## src/rtl/hub75_pkg.sv

```systemverilog
// hub75_pkg: shared definitions for the HUB75 framebuffer scan reader.
//   - state_e        : scan FSM states (SHIFT -> LATCH -> SHOW)
//   - PH_*           : the four phases of one shifted column
//   - R/G/B_LSB      : colour field positions inside a 6-bit pixel
//   - DEF_*          : default panel geometry and plane-0 on-time
//   - plane_bits()   : picks the {r,g,b} bits of one bit-plane from a pixel
package hub75_pkg;

  typedef enum logic [1:0] {
    SHIFT = 2'd0,
    LATCH = 2'd1,
    SHOW  = 2'd2
  } state_e;

  localparam logic [1:0] PH_ADDR_UP = 2'd0;
  localparam logic [1:0] PH_ADDR_LO = 2'd1;
  localparam logic [1:0] PH_DATA    = 2'd2;
  localparam logic [1:0] PH_CLK     = 2'd3;

  localparam int R_LSB = 4;
  localparam int G_LSB = 2;
  localparam int B_LSB = 0;

  localparam int DEF_COLS      = 64;
  localparam int DEF_ROWS_HALF = 16;
  localparam int DEF_OE_TIME   = 256;
  localparam int DEF_ADDR_W    = 11;

  // Each channel is 2 bits wide; plane 0 shows the LSB, plane 1 the MSB.
  function automatic logic [2:0] plane_bits(input logic [5:0] pix, input logic plane);
    return plane ? {pix[R_LSB+1], pix[G_LSB+1], pix[B_LSB+1]}
                 : {pix[R_LSB],   pix[G_LSB],   pix[B_LSB]};
  endfunction

endpackage

```

## src/rtl/hub75_show_timer.sv

```systemverilog
// hub75_show_timer: times the SHOW interval of one bit-plane.
// Ports:
//   clk, rst_n    : clock and asynchronous active-low reset
//   load          : 1-cycle pulse, starts a SHOW interval of OE_TIME<<plane cycles
//   plane         : bit-plane being shown (sets the binary weight)
//   bright [2:0]  : brightness, on-time is (bright+1)/8 of the interval
//   oe_n          : panel output enable, active-low
//   done          : high in the last cycle of the interval
module hub75_show_timer
  import hub75_pkg::*;
#(
  parameter int OE_TIME = DEF_OE_TIME
) (
  input  logic       clk,
  input  logic       rst_n,
  input  logic       load,
  input  logic       plane,
  input  logic [2:0] bright,
  output logic       oe_n,
  output logic       done
);

  localparam int CNT_W  = $clog2(2 * OE_TIME) + 1;
  localparam int PROD_W = CNT_W + 3;

  logic [CNT_W-1:0]  cnt_q, cnt_d;
  logic [CNT_W-1:0]  thresh_q, thresh_d;
  logic              active_q, active_d;
  logic [CNT_W-1:0]  total;
  logic [PROD_W-1:0] on_len_x;
  logic [CNT_W-1:0]  on_len;

  // The counter runs down from total-1 to 0. The LEDs are lit during the
  // first on_len cycles, i.e. while the remaining count is still at or above
  // total-on_len; that threshold is latched together with the load so the
  // compare is a single magnitude check per cycle.
  always_comb begin
    total    = plane ? CNT_W'(2 * OE_TIME) : CNT_W'(OE_TIME);
    on_len_x = (PROD_W'(total) * (PROD_W'(bright) + PROD_W'(1))) >> 3;
    on_len   = on_len_x[CNT_W-1:0];
    cnt_d    = cnt_q;
    thresh_d = thresh_q;
    active_d = active_q;
    if (load) begin
      cnt_d    = total - CNT_W'(1);
      thresh_d = total - on_len;
      active_d = 1'b1;
    end else if (active_q) begin
      if (cnt_q == '0) active_d = 1'b0;
      else             cnt_d    = cnt_q - CNT_W'(1);
    end
  end

  always_ff @(posedge clk or negedge rst_n) begin
    if (!rst_n) begin
      cnt_q    <= '0;
      thresh_q <= '0;
      active_q <= 1'b0;
    end else begin
      cnt_q    <= cnt_d;
      thresh_q <= thresh_d;
      active_q <= active_d;
    end
  end

  assign done = active_q && (cnt_q == '0);
  assign oe_n = !(active_q && (cnt_q >= thresh_q));

endmodule

```

## src/rtl/hub75_scan_reader.sv

```systemverilog
// hub75_scan_reader: scans a 2048 x 6-bit framebuffer through its 1-cycle
// latency read port and drives a 64x32, 1/16-scan HUB75 panel with 2-plane
// binary-coded modulation.
// Ports:
//   clk, rst          : clock and asynchronous active-low reset
//   rd_addr / rd_data : framebuffer read port, address {half,row,col}
//   r1,g1,b1/r2,g2,b2 : upper / lower half-panel colour bits
//   panel_clk, lat, oe_n, row_addr : HUB75 control
//   frame_start       : 1-cycle pulse on the first cycle of each frame
//   bright [2:0]      : only with HUB75_BRIGHTNESS_EN defined; otherwise full on-time
module hub75_scan_reader
  import hub75_pkg::*;
#(
  parameter int COLS      = DEF_COLS,
  parameter int ROWS_HALF = DEF_ROWS_HALF,
  parameter int OE_TIME   = DEF_OE_TIME,
  parameter int ADDR_W    = DEF_ADDR_W
) (
  input  logic              clk,
  input  logic              rst,
`ifdef HUB75_BRIGHTNESS_EN
  input  logic [2:0]        bright,
`endif
  output logic [ADDR_W-1:0] rd_addr,
  input  logic [5:0]        rd_data,
  output logic              r1,
  output logic              g1,
  output logic              b1,
  output logic              r2,
  output logic              g2,
  output logic              b2,
  output logic              panel_clk,
  output logic              lat,
  output logic              oe_n,
  output logic [3:0]        row_addr,
  output logic              frame_start
);

  localparam int COL_W = $clog2(COLS);
  localparam int ROW_W = $clog2(ROWS_HALF);

  state_e           state_q, state_d;
  logic [ROW_W-1:0] row_q, row_d;
  logic             plane_q, plane_d;
  logic [COL_W-1:0] col_q, col_d;
  logic [1:0]       phase_q, phase_d;
  logic             lat_cnt_q, lat_cnt_d;
  logic [5:0]       up_q, up_d;
  logic [5:0]       colour_q, colour_d;
  logic [3:0]       row_addr_q, row_addr_d;
  logic [5:0]       pix_now;
  logic             timer_load;
  logic             timer_done;
  logic [2:0]       bright_w;

`ifdef HUB75_BRIGHTNESS_EN
  assign bright_w = bright;
`else
  assign bright_w = 3'd7;
`endif

  // Next-state logic. The upper pixel arrives in phase 1 and is kept in up_q;
  // the lower pixel arrives in phase 2 straight off rd_data, so the colour
  // pair is formed in phase 2 and frozen in colour_q for the clock phase.
  always_comb begin
    state_d    = state_q;
    row_d      = row_q;
    plane_d    = plane_q;
    col_d      = col_q;
    phase_d    = phase_q;
    lat_cnt_d  = lat_cnt_q;
    up_d       = up_q;
    colour_d   = colour_q;
    row_addr_d = row_addr_q;
    timer_load = 1'b0;
    pix_now    = {plane_bits(up_q, plane_q), plane_bits(rd_data, plane_q)};
    unique case (state_q)
      SHIFT: begin
        phase_d = phase_q + 2'd1;
        case (phase_q)
          PH_ADDR_LO: up_d     = rd_data;
          PH_DATA:    colour_d = pix_now;
          PH_CLK: begin
            if (col_q == COL_W'(COLS - 1)) begin
              col_d     = '0;
              state_d   = LATCH;
              lat_cnt_d = 1'b0;
            end else begin
              col_d = col_q + COL_W'(1);
            end
          end
          default: ;
        endcase
      end
      LATCH: begin
        // The row select moves only after the latch pulse, while LEDs are dark.
        if (!lat_cnt_q) begin
          lat_cnt_d  = 1'b1;
          row_addr_d = 4'(row_q);
        end else begin
          timer_load = 1'b1;
          state_d    = SHOW;
        end
      end
      SHOW: begin
        if (timer_done) begin
          state_d = SHIFT;
          if (plane_q) begin
            plane_d = 1'b0;
            row_d   = row_q + ROW_W'(1);
          end else begin
            plane_d = 1'b1;
          end
        end
      end
      default: state_d = SHIFT;
    endcase
  end

  always_ff @(posedge clk or negedge rst) begin
    if (!rst) begin
      state_q    <= SHIFT;
      row_q      <= '0;
      plane_q    <= 1'b0;
      col_q      <= '0;
      phase_q    <= PH_ADDR_UP;
      lat_cnt_q  <= 1'b0;
      up_q       <= '0;
      colour_q   <= '0;
      row_addr_q <= '0;
    end else begin
      state_q    <= state_d;
      row_q      <= row_d;
      plane_q    <= plane_d;
      col_q      <= col_d;
      phase_q    <= phase_d;
      lat_cnt_q  <= lat_cnt_d;
      up_q       <= up_d;
      colour_q   <= colour_d;
      row_addr_q <= row_addr_d;
    end
  end

  hub75_show_timer #(
    .OE_TIME (OE_TIME)
  ) u_show_timer (
    .clk    (clk),
    .rst_n  (rst),
    .load   (timer_load),
    .plane  (plane_q),
    .bright (bright_w),
    .oe_n   (oe_n),
    .done   (timer_done)
  );

  // The lower half-panel lives ROWS_HALF rows further on, i.e. the address MSB.
  assign rd_addr = ADDR_W'({(state_q == SHIFT) && (phase_q == PH_ADDR_LO), row_q, col_q});

  // Colour bits follow the freshly read pair during phase 2 so they are
  // already settled when panel_clk rises in phase 3.
  assign {r1, g1, b1, r2, g2, b2} =
    ((state_q == SHIFT) && (phase_q == PH_DATA)) ? pix_now : colour_q;

  assign panel_clk = (state_q == SHIFT) && (phase_q == PH_CLK);
  assign lat       = (state_q == LATCH) && !lat_cnt_q;
  assign row_addr  = row_addr_q;

  // Gated by rst so the pulse appears in the very first cycle after release
  // but never while reset is held.
  assign frame_start = rst && (state_q == SHIFT) && (row_q == '0) && !plane_q &&
                       (col_q == '0) && (phase_q == PH_ADDR_UP);

endmodule

```

## config.mk

```make
export PLATFORM = sky130hd
export DESIGN_NAME = hub75_scan_reader
export DESIGN_NICKNAME = d
export VERILOG_FILES = /design/src/rtl/hub75_pkg.sv /design/src/rtl/hub75_show_timer.sv /design/src/rtl/hub75_scan_reader.sv
export SDC_FILE = /design/constraint.sdc
export NUM_CORES = 1
export LEC_CHECK = 0
export ABC_AREA = 1
export CAP_MARGIN = 20
export CORE_UTILIZATION = 53
export CTS_BUF_LIST = sky130_fd_sc_hd__clkbuf_8
export CTS_CLUSTER_DIAMETER = 40
export DETAILED_ROUTE_END_ITERATION = 6
export PLACE_DENSITY = 0.79
export SETUP_SLACK_MARGIN = 0.05
export SYNTH_ARGS = -nofsm -noshare
export SYNTH_HDL_FRONTEND = slang
export SYNTH_HIERARCHICAL = 1
export SYNTH_SLANG_ARGS = --single-unit
export TNS_END_PERCENT = 5
```

## constraint.sdc

```tcl
create_clock -name clk -period 1.6 [get_ports clk]
set_input_delay 0.32 -clock clk [delete_from_list [all_inputs] [get_ports clk]]
set_output_delay 0.32 -clock clk [all_outputs]
set_load 0.05 [all_outputs]
```

==> summary.md, run 1 <==
| Metric | Value |
|---|---|
| Fin. max-slew vios | `0` |
| FF-to-FF path depth | `14` |
| Die Wd | `75.1 µm` |
| Library cells used by synthesis | `33` |
| Mapped cell area | `2830 µm²` |
| # fillers | `~280` |
| Area of the multi-input gates | `between 1500 and 2000 µm²` |
| Leakage power | `~2.2 nW` |
| Die area | `5640 µm²` |
| Worst setup SP type | `register` |
| Synth Area in XOR/XNOR | `0.0340` |
| Routability cong. | `slightly below 0.9` |
| Register area | `1210 µm²` |
| Clock tree buffer depth | `2` |
| Compound-Gate Fraction of Synth Area | `0.0698` |
| Post-synthesis adder-cell area fraction | `0.0884` |
| Reg2Reg Launch Point | `state_q[0]$_DFFE_PN0P_` |
| Top delay family on crit path | `buffers and inverters` |
| Max_cap viols | `0` |
| Util after Layout | `0.833` |
| Post-layout min period | `1.98 ns` |
| Share of layout cells above drive strength 1 | `0.368` |
| Routed Antenna Nets | `0` |
| Status | `finished, violations left` |
| FF+latch count, synth | `between 40 and 50` |
| Reg2reg end | `u_show_timer/cnt_q[7]$_DFFE_PN0P_` |
| Largest net degree at the start of global routing | `49` |
| Synth top area share | `0.424` |
| Buffer and inverter count on the worst path | `4` |
| Row cnt | `26` |
| Avg Inst Size Synth | `7.89 µm²` |
| Root Driver | `clkbuf_8` |
| Slowest stage cell, crit path | `dfrtp_1` |
| First-pass GRT wire length | `roughly 12 mm` |
| Critical path's most frequent cell | `inv_2` |
| Seq/Total Area, Yosys | `0.424` |
| Worst Skew | `0.00892 ns` |
| Post-DP HPWL | `5.16 mm` |
| Worst EP arrival | `1.66 ns` |
| Total I/O pin count | `33` |
| Iter 0 DRT Violations | `309` |
| Hold Vio Cnt, Final | `0` |
| Routed WL | `8.73 mm` |
| Area leader, netlist | `dfrtp_1` |
| Final setup fails | `23` |
| H-tree depth | `2` |
| Post-route clock period utilization | `1.24` |
| Worst setup margin | `-0.385 ns` |
| CORE AREA | `5140 µm²` |
| # DRC | `0` |
| Simple-gate share of the synthesized area | `0.305` |
| Clk sinks | `48` |
| Largest stage delay, worst path | `0.39 ns` |
| Die height | `75.1 µm` |
| Wire per inst | `16.7 µm` |
| M1 WL | `3.36 mm` |
| Fmax | `~500 MHz` |
| Routed wl met2 | `4.47 mm` |
| Worst slew pin tran | `just over 0.6 ns` |
| Met3 WL post-DR | `475 µm` |
| Area grow syn2layout | `51.3%` |
| Critical path fanouts, max | `5` |
| GR Util All Layers | `0.292` |
| TritonCTS buffer count | `5` |
| CP required | `1.28 ns` |
| Worst-path clk slew | `0.10 ns` |
| RSZ-0062 raised after global routing | `true` |
| PortBufs | `32` |
| Pre-antenna DRT Iters | `5` |
| Max_slew headroom | `0.590` |
| Vias in the first global route | `2756` |
| Total number of vias | `between 2000 and 3000` |
| TritonCTS clock tree | `done` |
| Top Metal Used | `met4` |
| CTS hold repair buffers | `0` |
| Via density | `5.54` |
| Grt ovf | `0` |
| Critical path capture point type | `primary output` |
| R2R Setup Slk | `-0.21 ns` |
| Failing checks | `setup timing` |
| Initial Util | `0.551` |
| Hold Crit Class | `in2async` |
| Synth warn | `6` |
| Worst-skew pair later-pin latency | `0.31 ns` |
| Crit-path cells | `inv_2 > ha_1 > inv_2 > nor2_4 > buf_4 > a31oi_4 > buf_12` |
| Synth area leaders | `dfrtp_1 42%, nand2_1 15%, ha_1 8.8%` |
| Initial antenna violation count | `0` |
| Worst VDD drop | `0.647 mV` |
| Cell count after synthesis | `359` |
| Antenna Cells | `0` |
| Pwr dens | `555 nW/µm²` |
| Largest family of logic cells by synthesized area | `simple AND/OR/NAND/NOR gates` |
| Post-synthesis mux area share | `0.00354` |
| # nets final | `between 400 and 500` |
| Pre-CTS setup slack | `-0.141 ns` |
| Crit Path Category | `reg2out` |
## where the power goes
group	internal (W)	leakage, nW	switching (W)
clock network	0.000512	0.0614	0.000431
registers	0.00123	0.596	0.00000862
logic	0.0000795	1.56	0.000119
## cells in the mapped netlist
| library cell | number |
|---|---|
| a21oi_1 | 4 |
| mux2i_1 | 1 |
| nand3_2 | 1 |
| buf_4 | 3 |
| dfrtp_1 | 48 |
| clkinv_1 | 1 |
| o21ai_0 | 16 |
| nand2_2 | 6 |
| nor2_2 | 3 |
| ha_1 | 20 |
| xnor2_1 | 2 |
| nand3b_1 | 2 |
| nor3_1 | 4 |
| conb_1 | 1 |
| o22ai_1 | 1 |
| inv_2 | 2 |
| o21ai_1 | 3 |
| nand2_4 | 3 |
| nor3b_1 | 1 |
| o21bai_1 | 2 |
| nor2_4 | 3 |
| nand4_1 | 2 |
| o21ai_2 | 1 |
| inv_1 | 39 |
| buf_6 | 2 |
| xor2_1 | 9 |
| nand3_1 | 28 |
| nand2_1 | 113 |
| o21a_1 | 2 |
| buf_2 | 1 |
| nor2_1 | 28 |
| a31oi_1 | 6 |
| or2_2 | 1 |
## cell usage in the layout (no fill, tap or decap), drive strengths merged, types with 2 or more instances in the layout
| master | count |
|---|---|
| clkdlybuf4s50 | 6 |
| nand2 | 122 |
| a21oi | 4 |
| xnor2 | 2 |
| o21ai | 20 |
| inv | 41 |
| clkbuf | 6 |
| conb | 8 |
| nor2 | 35 |
| ha | 20 |
| xor2 | 9 |
| nand3 | 29 |
| o21a | 2 |
| a31oi | 6 |
| nor3 | 4 |
| nand4 | 2 |
| o21bai | 2 |
| nand3b | 2 |
| dfrtp | 48 |
| buf | 79 |
## registers in the layout, indices dropped and copies added, names as in the netlist
register / cells
up_q: 6
col_q: 6
u_show_timer/active_q: 1
state_q: 2
phase_q: 2
lat_cnt_q: 1
colour_q: 6
row_q: 4
row_addr: 4
u_show_timer/thresh_q: 5
plane_q: 1
u_show_timer/cnt_q: 10
## per-stage QoR
stage | hold WS, ns | instances | setup TNS [ns] | cell area [µm²] | power [W]
floorplan | 0.0244 | 366 | -0.666 | 2990 | 0.00135
global placement | 0.463 | 509 | -0.473 | 3880 | 0.00144
detailed placement | 0.468 | 509 | -1.51 | 3880 | 0.00144
CTS | 0.176 | 522 | -2.98 | 4160 | 0.00236
global route | 0.209 | 524 | -6.08 | 4280 | 0.00245
finish | 0.165 | 524 | -4.24 | 4280 | 0.00238
## worst max path at each step
stage | end | depth (start not counted) | start | slack (ns)
after global routing | oe_n | 7 | u_show_timer/cnt_q[5]$_DFFE_PN0P_ | -0.45
after CTS | oe_n | 8 | u_show_timer/thresh_q[9]$_DFFE_PN0P_ | -0.35
after floorplan | frame_start | 4 | row_q[0]$_DFFE_PN0P_ | -0.10
final | g2 | 7 | phase_q[0]$_DFFE_PN0P_ | -0.38
after global placement | u_show_timer/cnt_q[8]$_DFFE_PN0P_ | 14 | state_q[0]$_DFFE_PN0P_ | -0.07
after detailed placement | u_show_timer/thresh_q[8]$_DFFE_PN0P_ | 9 | plane_q$_DFFE_PN0P_ | -0.14
## routing by layer
metal,global-route usage,vias to the layer above
met5,0,-
met2,0.514,145
met4,0.136,0
met3,0.0683,47
met1,0.337,1394
li1,-,1319
## final cells by class
class,count,area share
clock inverter,2,0.00906
multi-input combinational,271,0.414
sequential,48,0.282
clock buffer,6,0.0193
timing repair buffer,85,0.216
tap,70,0.0204
inverter,42,0.0394
## kinds of logic after synthesis
group                      count (synthesis)
DFF                                       48
adders and majority gates                 20
muxes                                      1
AOI/OAI and AO/OA                         35
other                                      1
xor gates and xnor gates                  11
buffers and inverters                     48
and+or+nand+nor                          195
## worst register-to-register path: stages, from the launching register on
cell and delay, ns:
dfrtp_1 0.42, buf_6 0.12, inv_4 0.03, nor2_4 0.08, inv_2 0.06, nor2_4 0.12, inv_4 0.08, nand2_1 0.17
nand2_1 0.15, nor2_2 0.12, nand2_1 0.06, nand2_1 0.07, nand2_1 0.07, nand2_1 0.07, nand2_1 0.07
## repair_timing
| action | in CTS | in global routing |
|---|---|---|
| pin swaps | 11 | 10 |
| setup endpoints to repair | 29 | 29 |
| setup buffers | 4 | 2 |
| resized for setup | 37 | 28 |
| cloned | 1 | 0 |
(Power assumes the default switching activity.)
==> inputs of run 2 (changes only) <==
--- a/config.mk
+++ b/config.mk
@@ -13,6 +13,7 @@
 export DETAILED_ROUTE_END_ITERATION = 6
 export PLACE_DENSITY = 0.79
 export SETUP_SLACK_MARGIN = 0.05
+export SLEW_MARGIN = 15
 export SYNTH_ARGS = -nofsm -noshare
 export SYNTH_HDL_FRONTEND = slang
 export SYNTH_HIERARCHICAL = 1
==> results of run 2 <==
No change in the layout: final DEF, timing and power equal those of run 1.
